### src/rtl/tp_sequencer.sv
// Frame-synchronous playlist scheduler for the test-pattern generator; config changes land on VS start only.
// Optional backward stepping (I_prev port) is enabled by defining TP_SEQ_PREV_EN.
module tp_sequencer #(
   parameter int unsigned DWELL_FRAMES = 120,
   parameter int unsigned SQR_W_SMALL  = 16,
   parameter int unsigned SQR_W_LARGE  = 64
) (
   input  logic        I_pxl_clk,
   input  logic        I_rst,
   input  logic        I_vs,
   input  logic        I_vs_pol,
   input  logic        I_auto_en,
   input  logic        I_hold,
   input  logic        I_step,
`ifdef TP_SEQ_PREV_EN
   input  logic        I_prev,
`endif
   output logic [2:0]  O_mode,
   output logic [15:0] O_sqr_width,
   output logic [7:0]  O_single_r,
   output logic [7:0]  O_single_g,
   output logic [7:0]  O_single_b,
   output logic [2:0]  O_seq_idx,
   output logic [15:0] O_frame_cnt,
   output logic        O_update
);

   typedef enum logic [1:0] {
      ST_IDLE = 2'd0,
      ST_RUN  = 2'd1,
      ST_PEND = 2'd2
   } state_t;

   localparam logic [15:0] DWELL_LAST = 16'(DWELL_FRAMES - 1);

   state_t      state, state_n;
   logic        vs_act, vs_act_d, fs;
   logic [15:0] dwell, dwell_n;
   logic [2:0]  idx, idx_n;
   logic        pend_bwd, pend_bwd_n;
   logic        req_fwd, req_bwd, req;
   logic        adv, adv_bwd, auto_ok;
   logic [2:0]  mode_n;
   logic [15:0] sqr_n;
   logic [7:0]  r_n, g_n, b_n;

   assign vs_act  = I_vs_pol ? I_vs : ~I_vs;
   assign fs      = vs_act & ~vs_act_d;
   assign auto_ok = I_auto_en & ~I_hold;

   // Simultaneous forward and backward requests cancel each other out.
`ifdef TP_SEQ_PREV_EN
   assign req_fwd = I_step & ~I_prev;
   assign req_bwd = I_prev & ~I_step;
`else
   assign req_fwd = I_step;
   assign req_bwd = 1'b0;
`endif
   assign req = req_fwd | req_bwd;

   always_comb begin
      state_n    = state;
      dwell_n    = dwell;
      idx_n      = idx;
      pend_bwd_n = pend_bwd;
      adv        = 1'b0;
      adv_bwd    = 1'b0;
      case (state)
         ST_IDLE: if (fs) state_n = ST_RUN;
         ST_RUN: begin
            // A step request on fs takes priority over auto expiry, so both together give one step.
            if (fs) begin
               if (req) begin
                  adv     = 1'b1;
                  adv_bwd = req_bwd;
               end else if (auto_ok) begin
                  if (dwell == DWELL_LAST) adv = 1'b1;
                  else dwell_n = dwell + 16'd1;
               end
            end else if (req) begin
               state_n    = ST_PEND;
               pend_bwd_n = req_bwd;
            end
         end
         ST_PEND: begin
            if (req) pend_bwd_n = req_bwd;
            if (fs) begin
               adv     = 1'b1;
               adv_bwd = pend_bwd_n;
               state_n = ST_RUN;
            end
         end
         default: state_n = ST_IDLE;
      endcase
      if (adv) begin
         idx_n   = adv_bwd ? idx - 3'd1 : idx + 3'd1;
         dwell_n = '0;
      end
      if (!I_auto_en) dwell_n = '0;
   end

   always_comb begin
      mode_n = 3'b000;
      sqr_n  = 16'(SQR_W_SMALL);
      r_n    = '0;
      g_n    = '0;
      b_n    = '0;
      case (idx_n)
         3'd0: mode_n = 3'b000;
         3'd1: mode_n = 3'b001;
         3'd2: mode_n = 3'b010;
         3'd3: mode_n = 3'b011;
         3'd4: begin mode_n = 3'b011; sqr_n = 16'(SQR_W_LARGE); end
         3'd5: begin mode_n = 3'b111; r_n = '1; end
         3'd6: begin mode_n = 3'b111; g_n = '1; end
         default: begin mode_n = 3'b111; b_n = '1; end
      endcase
   end

   always_ff @(posedge I_pxl_clk) begin
      if (I_rst) begin
         state       <= ST_IDLE;
         vs_act_d    <= 1'b1;
         dwell       <= '0;
         idx         <= '0;
         pend_bwd    <= 1'b0;
         O_mode      <= 3'b000;
         O_sqr_width <= 16'(SQR_W_SMALL);
         O_single_r  <= '0;
         O_single_g  <= '0;
         O_single_b  <= '0;
         O_seq_idx   <= '0;
         O_frame_cnt <= '0;
         O_update    <= 1'b0;
      end else begin
         state       <= state_n;
         vs_act_d    <= vs_act;
         dwell       <= dwell_n;
         idx         <= idx_n;
         pend_bwd    <= pend_bwd_n;
         O_mode      <= mode_n;
         O_sqr_width <= sqr_n;
         O_single_r  <= r_n;
         O_single_g  <= g_n;
         O_single_b  <= b_n;
         O_seq_idx   <= idx_n;
         O_update    <= adv;
         if (fs) O_frame_cnt <= O_frame_cnt + 16'd1;
      end
   end

endmodule

### config.mk
export PLATFORM = sky130hd
export DESIGN_NAME = tp_sequencer
export DESIGN_NICKNAME = d
export VERILOG_FILES = /design/src/rtl/tp_sequencer.sv
export SDC_FILE = /design/constraint.sdc
export NUM_CORES = 1
export LEC_CHECK = 0
export CAP_MARGIN = 15
export CORE_MARGIN = 2
export CORE_UTILIZATION = 42
export DETAILED_ROUTE_END_ITERATION = 7
export PLACE_DENSITY = 0.78
export SLEW_MARGIN = 20
export SYNTH_ARGS = -nofsm -noshare
export SYNTH_HDL_FRONTEND = slang
export SYNTH_SLANG_ARGS = --single-unit
### constraint.sdc
create_clock -name I_pxl_clk -period 3.45 [get_ports I_pxl_clk]
set_input_delay 0.69 -clock I_pxl_clk [delete_from_list [all_inputs] [get_ports I_pxl_clk]]
set_output_delay 0.69 -clock I_pxl_clk [all_outputs]
set_load 0.02 [all_outputs]
==> results of run 1 <==
sequential cells by signal, indices dropped and copies added (netlist names):
name         cells
state            2
O_update         1
O_single_g       1
vs_act_d         1
O_single_b       1
O_mode           3
O_single_r       1
dwell           16
pend_bwd         1
idx              3
O_frame_cnt     16
O_sqr_width      2
cell usage in the layout (no fill, tap or decap), types with 3 or more instances in the layout:
cell type	Yosys	final
clkdlybuf4s50_1	0	55
dfxtp_1	48	48
nor2_1	36	36
xnor2_1	17	17
nor3_1	17	17
conb_1	1	14
nand2_1	12	12
a21oi_1	11	11
nand3_1	11	11
xor2_1	10	10
inv_1	9	9
nand4_1	8	8
o21ai_0	8	8
or3_1	6	6
ha_1	5	5
clkbuf_8	0	5
and3_1	4	4
nor4_1	4	4
and4_1	3	3
and2_1	3	3
buf_4	36	3
worst paths after layout:
check / startpoint / to / slack [ns] / depth (start not counted)
setup / recovery: I_step / O_sqr_width[4]$_SDFF_PP1_ / 0.56 / 9
hold / removal: pend_bwd$_SDFFE_PP0P_ / pend_bwd$_SDFFE_PP0P_ / 0.47 / 2
setup reg to reg: state[0]$_SDFFE_PP0P_ / O_sqr_width[4]$_SDFF_PP1_ / 0.78 / 10
hold reg to reg: pend_bwd$_SDFFE_PP0P_ / pend_bwd$_SDFFE_PP0P_ / 0.47 / 2
area by class of cell:
cell class                 instances  area, µm²
tap                               75       93.8
clock inverter                     3       42.5
timing repair buffer              58        573
inverter                           9       33.8
clock buffer                       5       68.8
sequential                        48        961
fill                             557       2840
multi-input combinational        210       1340
layer usage:
metal	track usage [%]	vias to the layer above	wire [µm]
met5	0	-	0
met1	21.3	986	2410
met2	24.9	63	2270
met3	3.70	6	314
met4	5.90	0	70
li1	-	1067	-
logic make-up (layout without fill, tap and decap cells):
| family | count (synthesis) | after routing |
|---|---|---|
| AOI/OAI and AO/OA | 38 | 38 |
| xor gates and xnor gates | 27 | 27 |
| adders and majority gates | 6 | 6 |
| buffers and inverters | 54 | 75 |
| DFF | 48 | 48 |
| muxes | 2 | 2 |
| other | 1 | 14 |
| and+or+nand+nor | 123 | 123 |
power breakdown:
part	switching (W)	internal, W	total, W
clock	0.000189	0.000215	0.000404
combinational	0.0000598	0.0000353	0.0000952
sequential	0.00000737	0.000561	0.000569
total	0.000256	0.000811	0.00107
worst register-to-register path: cells and delay by family, from the launching register on:
kind | cells | cell delay, ns
buffers and inverters | 2 | 0.16
DFF | 1 | 0.32
adders and majority gates | 2 | 0.61
AOI/OAI and AO/OA | 2 | 0.32
and+or+nand+nor | 4 | 1.14
through the flow:
stage	area (µm²)	hold WS (ns)	total power, W	util [%]
after global routing	3110	0.499	0.00111	52.3
final	3110	0.466	0.00107	52.3
after floorplan	2650	0.426	0.000658	-
after detailed placement	3000	0.454	0.000677	50.4
after CTS	3110	0.469	0.00108	52.3
after global placement	3000	0.438	0.000676	50.4
==> flow_metrics.env, run 1 <==
export IMPL_overflow=0
export IMPL_synthTopCellsByArea="dfxtp_1 37%, buf_4 10%, xnor2_1 5.7%, nor2_1 5.2%, xor2_1 3.4%"
export IMPL_post_cts_buffers=0
export IMPL_cp_start_kind="input pin"
export IMPL_synth_seq_cells=48
export IMPL_cts_tree="yes"
export IMPL_drv_cap=0
export IMPL_dieHeight_um=82.7
export IMPL_max_freq_mhz=346
export IMPL_yosys_area_top_type_share_pct=36.9
export IMPL_power_density_mw_per_mm2=343
export IMPL_start_util_pct=43.7
export IMPL_gp_congestion=0.793
export IMPL_finalNonFillerCells=408
export IMPL_p_leak_nw=1.03
export IMPL_maxSlewViolCount=0
export IMPL_drive_gt1_share_pct=5.11
export IMPL_vias=2122
export IMPL_avgSynthCellArea_um2=8.70
export IMPL_critPathArrivalTime_ns=3.07
export IMPL_setup_slack_ns=0.559
export IMPL_synth_common_cells="48 x dfxtp_1, 36 x buf_4, 36 x nor2_1"
export IMPL_worstSkewPairLatency_ns=0.30
export IMPL_clock_sinks=48
export IMPL_cpLargestDelayFamily="simple AND/OR/NAND/NOR gates"
export IMPL_antenna_found_initial=0
export IMPL_final_hold_violation_count=0
export IMPL_clk_pin_slew_ns=0.09
export IMPL_cts_hold_buf=0
export IMPL_port_buffers=55
export IMPL_path_buf_inv=2
export IMPL_synth_compound_area_share_pct=9.95
export IMPL_drcViolationCount=0
export IMPL_drt_iter0_drc=120
export IMPL_synthFlopType="dfxtp_1"
export IMPL_htree_levels=2
export IMPL_synth_xor_area_share_pct=9.09
export IMPL_worstPathMaxFanout=7
export IMPL_cp_slowest_cell="nor3_1"
export IMPL_synthDistinctLibCells=49
export IMPL_final_antenna_net_count=0
export IMPL_seq_area_frac_synth_pct=36.9
export IMPL_yosys_warnings=0
export IMPL_synthMuxAreaShare_pct=0.769
export IMPL_dp_hpwl_um=3770
export IMPL_wl_per_cell_um=12.4
export IMPL_crit_chain="clkdlybuf4s50_1 -> nand4bb_1 -> nor2_1 -> inv_1 -> fa_1 -> nor3_1 -> o21a_1 -> a211oi_4 -> or3_1"
export IMPL_viasPerCell=5.20
export IMPL_ir_drop_v=0.000143
export IMPL_setup_viol=0
export IMPL_grt_pass1_wl_um=8470
export IMPL_min_path_type="register to register"
export IMPL_dieArea_mm2=0.00684
export IMPL_synthArstFlopShare_pct=0
export IMPL_path_class="input pin to register"
export IMPL_cts_resized_gates=0
export IMPL_yosys_area_share_simple_pct=26.5
export IMPL_synthAdderAreaFrac_pct=3.17
export IMPL_cts_root_buf="clkbuf_8"
export IMPL_outcome="finished, final reports clean"
export IMPL_cts_max_path_buffers=2
export IMPL_grt_pass1_vias=1869
export IMPL_routed_wirelength_um=5060
export IMPL_slowest_delay_ns=0.44
export IMPL_nets=345
export IMPL_syn_area_mm2=0.00260
export IMPL_fp_row_count=28
export IMPL_dr_pass1_iters=5
export IMPL_critPathRequiredTime_ns=3.63
export IMPL_synth_edff_count=0
export IMPL_period_needed_ns=2.89
export IMPL_synth_cells=299
export IMPL_worst_slew_pin_slew_ns=0.632
export IMPL_area_growth_pct=19.6
export IMPL_tns_ns=0
export IMPL_rsz0062_at_grt="false"
export IMPL_ios=70
export IMPL_pre_cts_slack_ns=0.248
export IMPL_grt_max_degree=33
export IMPL_grt_usage_pct=15.9
export IMPL_die_x_um=82.7
export IMPL_skew_ns=0.00767
export IMPL_end_kind="register"
export IMPL_synth_top_family_by_area="simple AND/OR/NAND/NOR gates"
export IMPL_antenna_diode_count=0
export IMPL_dp_cells=400
export IMPL_yosys_area_top_type="dfxtp_1"
export IMPL_timing_slew_headroom_pct=57.7
export IMPL_cts_buffers=5
export IMPL_period_share_pct=83.8
export IMPL_coreArea_mm2=0.00596
export IMPL_yosysMostFrequentCell="dfxtp_1"
Power figures use the tool's default switching activity.
==> run 2: changes to the inputs <==
--- a/config.mk
+++ b/config.mk
@@ -9,7 +9,7 @@
 export CORE_MARGIN = 2
 export CORE_UTILIZATION = 42
 export DETAILED_ROUTE_END_ITERATION = 7
-export PLACE_DENSITY = 0.78
+export PLACE_DENSITY = 0.81
 export SLEW_MARGIN = 20
 export SYNTH_ARGS = -nofsm -noshare
 export SYNTH_HDL_FRONTEND = slang
==> constraint.sdc (replaced) <==
create_clock -name I_pxl_clk -period 2.65 [get_ports I_pxl_clk]
set_input_delay 0.53 -clock I_pxl_clk [delete_from_list [all_inputs] [get_ports I_pxl_clk]]
set_output_delay 0.53 -clock I_pxl_clk [all_outputs]
set_load 0.02 [all_outputs]
==> run 2 against run 1 <==
  * Final cell count is 3.2% higher
  * Global-route usage is 0.16 points lower
  * Setup slack got worse by 0.40 ns
  * Die area stayed put
  * Sequential share of layout area down 1.2 points
  * Clock skew down 0.0022 ns
  * Hold slack better by 0.031 ns
  * Flip-flop and latch count is the same
  * Combinational power increased by 46%
  * Sequential power rose by 30%
  * Utilization increased by 2.2 points
  * Critical path type unchanged
  * Critical endpoint unchanged
  * Largest cell class unchanged
==> flow_metrics.env, run 2 (synthesis gave the netlist of run 1 again) <==
export IMPL_critPathRequiredTime_ns=2.84
export IMPL_post_cts_buffers=0
export IMPL_cts_root_buf="clkbuf_8"
export IMPL_cp_slowest_cell="clkdlybuf4s50_1"
export IMPL_antenna_diode_count=0
export IMPL_setup_viol=0
export IMPL_outcome="finished, final reports clean"
export IMPL_ir_drop_v=0.000238
export IMPL_reg2reg_to="O_sqr_width[4]$_SDFF_PP1_"
export IMPL_cts_hold_buf=0
export IMPL_dieHeight_um=82.7
export IMPL_final_cell_mix="55 x clkdlybuf4s50_1, 48 x dfxtp_1, 35 x nor2_1"
export IMPL_worstPathMaxFanout=7
export IMPL_dp_cells=413
export IMPL_path_buf_inv=3
export IMPL_p_leak_nw=1.10
export IMPL_final_antenna_net_count=0
export IMPL_wl_per_cell_um=12.3
export IMPL_critPathArrivalTime_ns=2.68
export IMPL_nets=358
export IMPL_endpoint="O_sqr_width[4]$_SDFF_PP1_"
export IMPL_final_hold_violation_count=0
export IMPL_dr_pass1_iters=4
export IMPL_slowest_delay_ns=0.42
export IMPL_reg2reg_slack_ns=0.24
export IMPL_grt_usage_pct=15.7
export IMPL_area_growth_pct=24.7
export IMPL_viasPerCell=5.05
export IMPL_period_share_pct=94.1
export IMPL_path_class="input pin to register"
export IMPL_min_path_type="register to register"
export IMPL_drcViolationCount=0
export IMPL_cts_buffers=5
export IMPL_cts_tree="yes"
export IMPL_period_needed_ns=2.49
export IMPL_cp_start_kind="input pin"
export IMPL_hold_worst_slack_ns=0.497
export IMPL_layout_commonest_cell="clkdlybuf4s50_1"
export IMPL_maxSlewViolCount=0
export IMPL_start_util_pct=43.7
export IMPL_drt_iter0_drc=121
export IMPL_coreArea_mm2=0.00596
export IMPL_port_buffers=55
export IMPL_gp_congestion=0.824
export IMPL_power_density_mw_per_mm2=410
export IMPL_antenna_found_initial=0
export IMPL_crit_chain="clkdlybuf4s50_1 -> nand4bb_4 -> nor2_2 -> inv_1 -> fa_1 -> nor3_1 -> buf_4 -> o21a_4 -> a211oi_4 -> or3_1"
export IMPL_vias=2126
export IMPL_ios=70
export IMPL_skew_ns=0.00549
export IMPL_overflow=0
export IMPL_num_fill_cells=542
export IMPL_fp_row_count=28
export IMPL_dieArea_mm2=0.00684
export IMPL_end_kind="register"
export IMPL_reg_largest_list="O_frame_cnt x16, dwell x16"
export IMPL_finalNonFillerCells=421
export IMPL_die_x_um=82.7
export IMPL_grt_pass1_vias=1876
export IMPL_htree_levels=2
export IMPL_timing_rr_start="state[0]$_SDFFE_PP0P_"
export IMPL_cts_max_path_buffers=2
export IMPL_clk_pin_slew_ns=0.08
export IMPL_crit_start="I_step"
export IMPL_grt_pass1_wl_um=8470
export IMPL_crit_cells=10
export IMPL_rr_worst_depth=11
export IMPL_drv_cap=0
export IMPL_routed_wirelength_um=5190
export IMPL_rsz0062_at_grt="false"
export IMPL_cpLargestDelayFamily="simple AND/OR/NAND/NOR gates"
export IMPL_worstSkewPairLatency_ns=0.30
export IMPL_dp_hpwl_um=3930
export IMPL_drive_gt1_share_pct=9.83
export IMPL_grt_max_degree=28
export IMPL_max_freq_mhz=401
export IMPL_clock_sinks=48
[run 2: power by group]
| group | switching, W | internal, W | total (W) |
|---|---|---|---|
| combinational | 0.0000828 | 0.0000566 | 0.000139 |
| clock | 0.000241 | 0.000211 | 0.000452 |
| sequential | 0.00000803 | 0.000731 | 0.000739 |
| total | 0.000332 | 0.000999 | 0.00133 |
[run 2: per-stage QoR]
step | power (W) | utilization [%] | TNS [ns] | worst slack [ns] | area, µm²
after detailed placement | 0.000891 | 52.2 | -0.621 | -0.185 | 3110
after floorplan | 0.000857 | - | 0 | 0.142 | 2650
final | 0.00133 | 54.5 | 0 | 0.156 | 3240
after global routing | 0.00139 | 54.5 | 0 | 0.00749 | 3240
after CTS | 0.00134 | 53.9 | 0 | 0.115 | 3210
after global placement | 0.000889 | 52.2 | -0.464 | -0.157 | 3110
[run 2: area by class of cell]
type	instances	area [µm²]	share of cell area [%]
Multi-Input combinational cell	210	1380	42.4
Sequential cell	48	961	29.6
Timing Repair Buffer	71	683	21.1
Tap cell	75	93.8	2.89
Clock buffer	6	82.6	2.55
Inverter	9	33.8	1.04
Clock inverter	2	15.0	0.463
[run 2: worst min path at each step]
| stage | cells past startpoint | startpoint | to |
|---|---|---|---|
| after floorplan | 2 | pend_bwd$_SDFFE_PP0P_ | pend_bwd$_SDFFE_PP0P_ |
| after detailed placement | 2 | pend_bwd$_SDFFE_PP0P_ | pend_bwd$_SDFFE_PP0P_ |
| after CTS | 2 | pend_bwd$_SDFFE_PP0P_ | pend_bwd$_SDFFE_PP0P_ |
| after global placement | 2 | pend_bwd$_SDFFE_PP0P_ | pend_bwd$_SDFFE_PP0P_ |
| final | 2 | dwell[15]$_SDFFE_PP0P_ | dwell[15]$_SDFFE_PP0P_ |
| after global routing | 2 | pend_bwd$_SDFFE_PP0P_ | pend_bwd$_SDFFE_PP0P_ |
[run 2: tightest hold or removal path, cell delays in order (launching register included)]
cell and delay (ns):
dfxtp_1 0.33, o31ai_1 0.07, a21oi_1 0.06
[run 2: repair_timing]
action                                 CTS  global route
resized for setup                        0             5
endpoints found under the hold margin    0             0
setup endpoints to repair                0             7
[run 2: routing by layer]
metal	routed length [µm]	vias to the layer above	share of wire (%)	global-route usage, %
met5	0	-	0	0
met4	84	0	1.6	5.90
met3	284	7	5.5	2.83
met2	2360	57	46	26.0
met1	2460	977	47	20.4
li1	-	1085	-	-
==> run 3: changes to the inputs <==
==> constraint.sdc (replaced) <==
create_clock -name I_pxl_clk -period 2.2 [get_ports I_pxl_clk]
set_input_delay 0.44 -clock I_pxl_clk [delete_from_list [all_inputs] [get_ports I_pxl_clk]]
set_output_delay 0.44 -clock I_pxl_clk [all_outputs]
set_load 0.02 [all_outputs]
==> run 3 against run 2 <==
  * Clock skew is essentially flat
  * Register-to-register slack lost 0.13 ns
  * Sequential power grew 20%
  * Clock-buffer cell count is the same
  * Power grew 26%
  * Sequential share of layout area shrank 2.1 points
  * Global-route usage grew 1.4 points
  * First-iteration DRC count shrank 19%
  * Largest power group unchanged
  * Final cell count grew 5.5%
  * Via count grew 6.8%
  * Combinational power grew 29%
  * Largest cell class unchanged
==> flow_metrics.env, run 3 (synthesis gave the netlist of run 1 again) <==
export IMPL_slowest_delay_ns=0.37
export IMPL_drv_cap=0
export IMPL_vias=2271
export IMPL_die_x_um=82.7
export IMPL_grt_pass1_wl_um=9140
export IMPL_dp_hpwl_um=4200
export IMPL_drcViolationCount=0
export IMPL_power_w=0.00168
export IMPL_port_buffers=55
export IMPL_critPathRequiredTime_ns=2.37
export IMPL_start_util_pct=43.7
export IMPL_area_growth_pct=34.3
export IMPL_viasPerCell=5.11
export IMPL_grt_max_degree=28
export IMPL_ir_drop_v=0.000376
export IMPL_dieArea_mm2=0.00684
export IMPL_outcome="finished, final reports clean"
export IMPL_cts_buffers=5
export IMPL_cp_slowest_cell="fa_2"
export IMPL_cts_hold_buf=0
export IMPL_reg_largest_list="O_frame_cnt x16, dwell x16"
export IMPL_timing_slew_headroom_pct=61.1
export IMPL_cp_start_kind="register"
export IMPL_period_needed_ns=2.09
export IMPL_gp_congestion=0.852
export IMPL_ios=70
export IMPL_min_path_type="register to register"
export IMPL_end_kind="register"
export IMPL_dieHeight_um=82.7
export IMPL_path_class="register to register"
export IMPL_nets=381
export IMPL_grt_pass1_vias=2072
export IMPL_antenna_found_initial=0
export IMPL_dr_pass1_iters=4
export IMPL_grt_usage_pct=17.1
export IMPL_cts_max_path_buffers=2
export IMPL_overflow=0
export IMPL_max_freq_mhz=478
export IMPL_wl_per_cell_um=12.6
export IMPL_worstPathMaxFanout=7
export IMPL_fp_row_count=28
export IMPL_setup_viol=0
export IMPL_final_cell_mix="52 x clkdlybuf4s50_1, 47 x dfxtp_1, 39 x buf_4"
export IMPL_clock_sinks=48
export IMPL_power_density_mw_per_mm2=480
export IMPL_critPathArrivalTime_ns=2.27
export IMPL_routed_wirelength_um=5600
export IMPL_coreArea_mm2=0.00596
export IMPL_cts_root_buf="clkbuf_8"
export IMPL_clk_pin_slew_ns=0.08
export IMPL_skew_ns=0.00502
export IMPL_hold_worst_slack_ns=0.483
export IMPL_rsz0062_at_grt="true"
export IMPL_crit_top_cell="inv_2"
export IMPL_worst_slew_pin_slew_ns=0.568
export IMPL_worstSkewPairLatency_ns=0.29
export IMPL_cts_tree="yes"
export IMPL_layout_commonest_cell="clkdlybuf4s50_1"
export IMPL_antenna_diode_count=0
export IMPL_htree_levels=2
export IMPL_period_share_pct=95.1
export IMPL_drt_iter0_drc=98
export IMPL_p_leak_nw=1.24
export IMPL_final_hold_violation_count=0
export IMPL_maxSlewViolCount=0
export IMPL_drive_gt1_share_pct=19.0
export IMPL_crit_chain="inv_2 -> ha_4 -> nand4bb_4 -> nor2_4 -> inv_2 -> fa_2 -> o21a_4 -> o21a_1 -> a211oi_4 -> nor3b_1"
export IMPL_final_antenna_net_count=0
-- run 3: path summary, 6_finish.rpt --
path                     startpoint                endpoint  slack (ns)  cells past startpoint
max reg2reg   state[0]$_SDFFE_PP0P_    O_mode[2]$_SDFF_PP0_        0.11                     10
min reg2reg  dwell[15]$_SDFFE_PP0P_  dwell[15]$_SDFFE_PP0P_        0.48                      2
min          dwell[15]$_SDFFE_PP0P_  dwell[15]$_SDFFE_PP0P_        0.48                      2
max           state[0]$_SDFFE_PP0P_    O_mode[2]$_SDFF_PP0_        0.11                     10
-- run 3: timing repair --
item | 4_1_cts | 5_1_grt
gates cloned | 0 | 0
buffers inserted | 2 | 1
pin swaps | 8 | 2
hold endpoints to repair | 0 | 0
endpoints found under the setup margin | 9 | 9
gates resized for setup | 11 | 10
-- run 3: stage by stage --
step                setup slack (ns)  utilization [%]  cell area [µm²]  setup TNS, ns  cells
floorplan                    -0.0419                -             2690        -0.0419    312
global placement              -0.473             55.1             3280          -5.27    433
detailed placement            -0.554             55.1             3280          -7.63    433
CTS                           0.0219             57.7             3440              0    443
global route                 -0.0192             58.7             3490        -0.0365    444
finish                         0.107             58.7             3490              0    444
-- run 3: per-layer routing --
metal  routed length (µm)  track usage, %  part of all wire [%]  vias to the layer above
li1                     -               -                     -                     1131
met3                  320            3.37                   5.7                        7
met2                 2760            29.4                    49                       76
met5                    0               0                     0                        -
met4                   61            6.56                   1.1                        0
met1                 2460            21.1                    44                     1057
-- run 3: area by class of cell --
class	count	area, µm²
Multi-Input combinational cell	210	1460
Timing Repair Buffer	94	840
Clock inverter	2	35.0
Fill cell	536	2460
Sequential cell	48	962
Inverter	9	33.8
Clock buffer	6	72.6
Tap cell	75	93.8
-- run 3: critical path, delay by kind of cell (launching register included) --
| family | cells | cell delay (ns) |
|---|---|---|
| flops | 1 | 0.33 |
| simple gates | 3 | 0.34 |
| buf+inv | 2 | 0.11 |
| fa+ha+maj | 2 | 0.51 |
| compound gates | 3 | 0.67 |
-- run 3: report_power, final --
| part | switching (W) | total, W | leakage, nW | internal [W] |
|---|---|---|---|---|
| Combinational | 0.000107 | 0.000180 | 0.801 | 0.0000734 |
| Clock | 0.000271 | 0.000609 | 0.0552 | 0.000337 |
| Sequential | 0.00000916 | 0.000889 | 0.388 | 0.000880 |
| Total | 0.000387 | 0.00168 | 1.24 | 0.00129 |
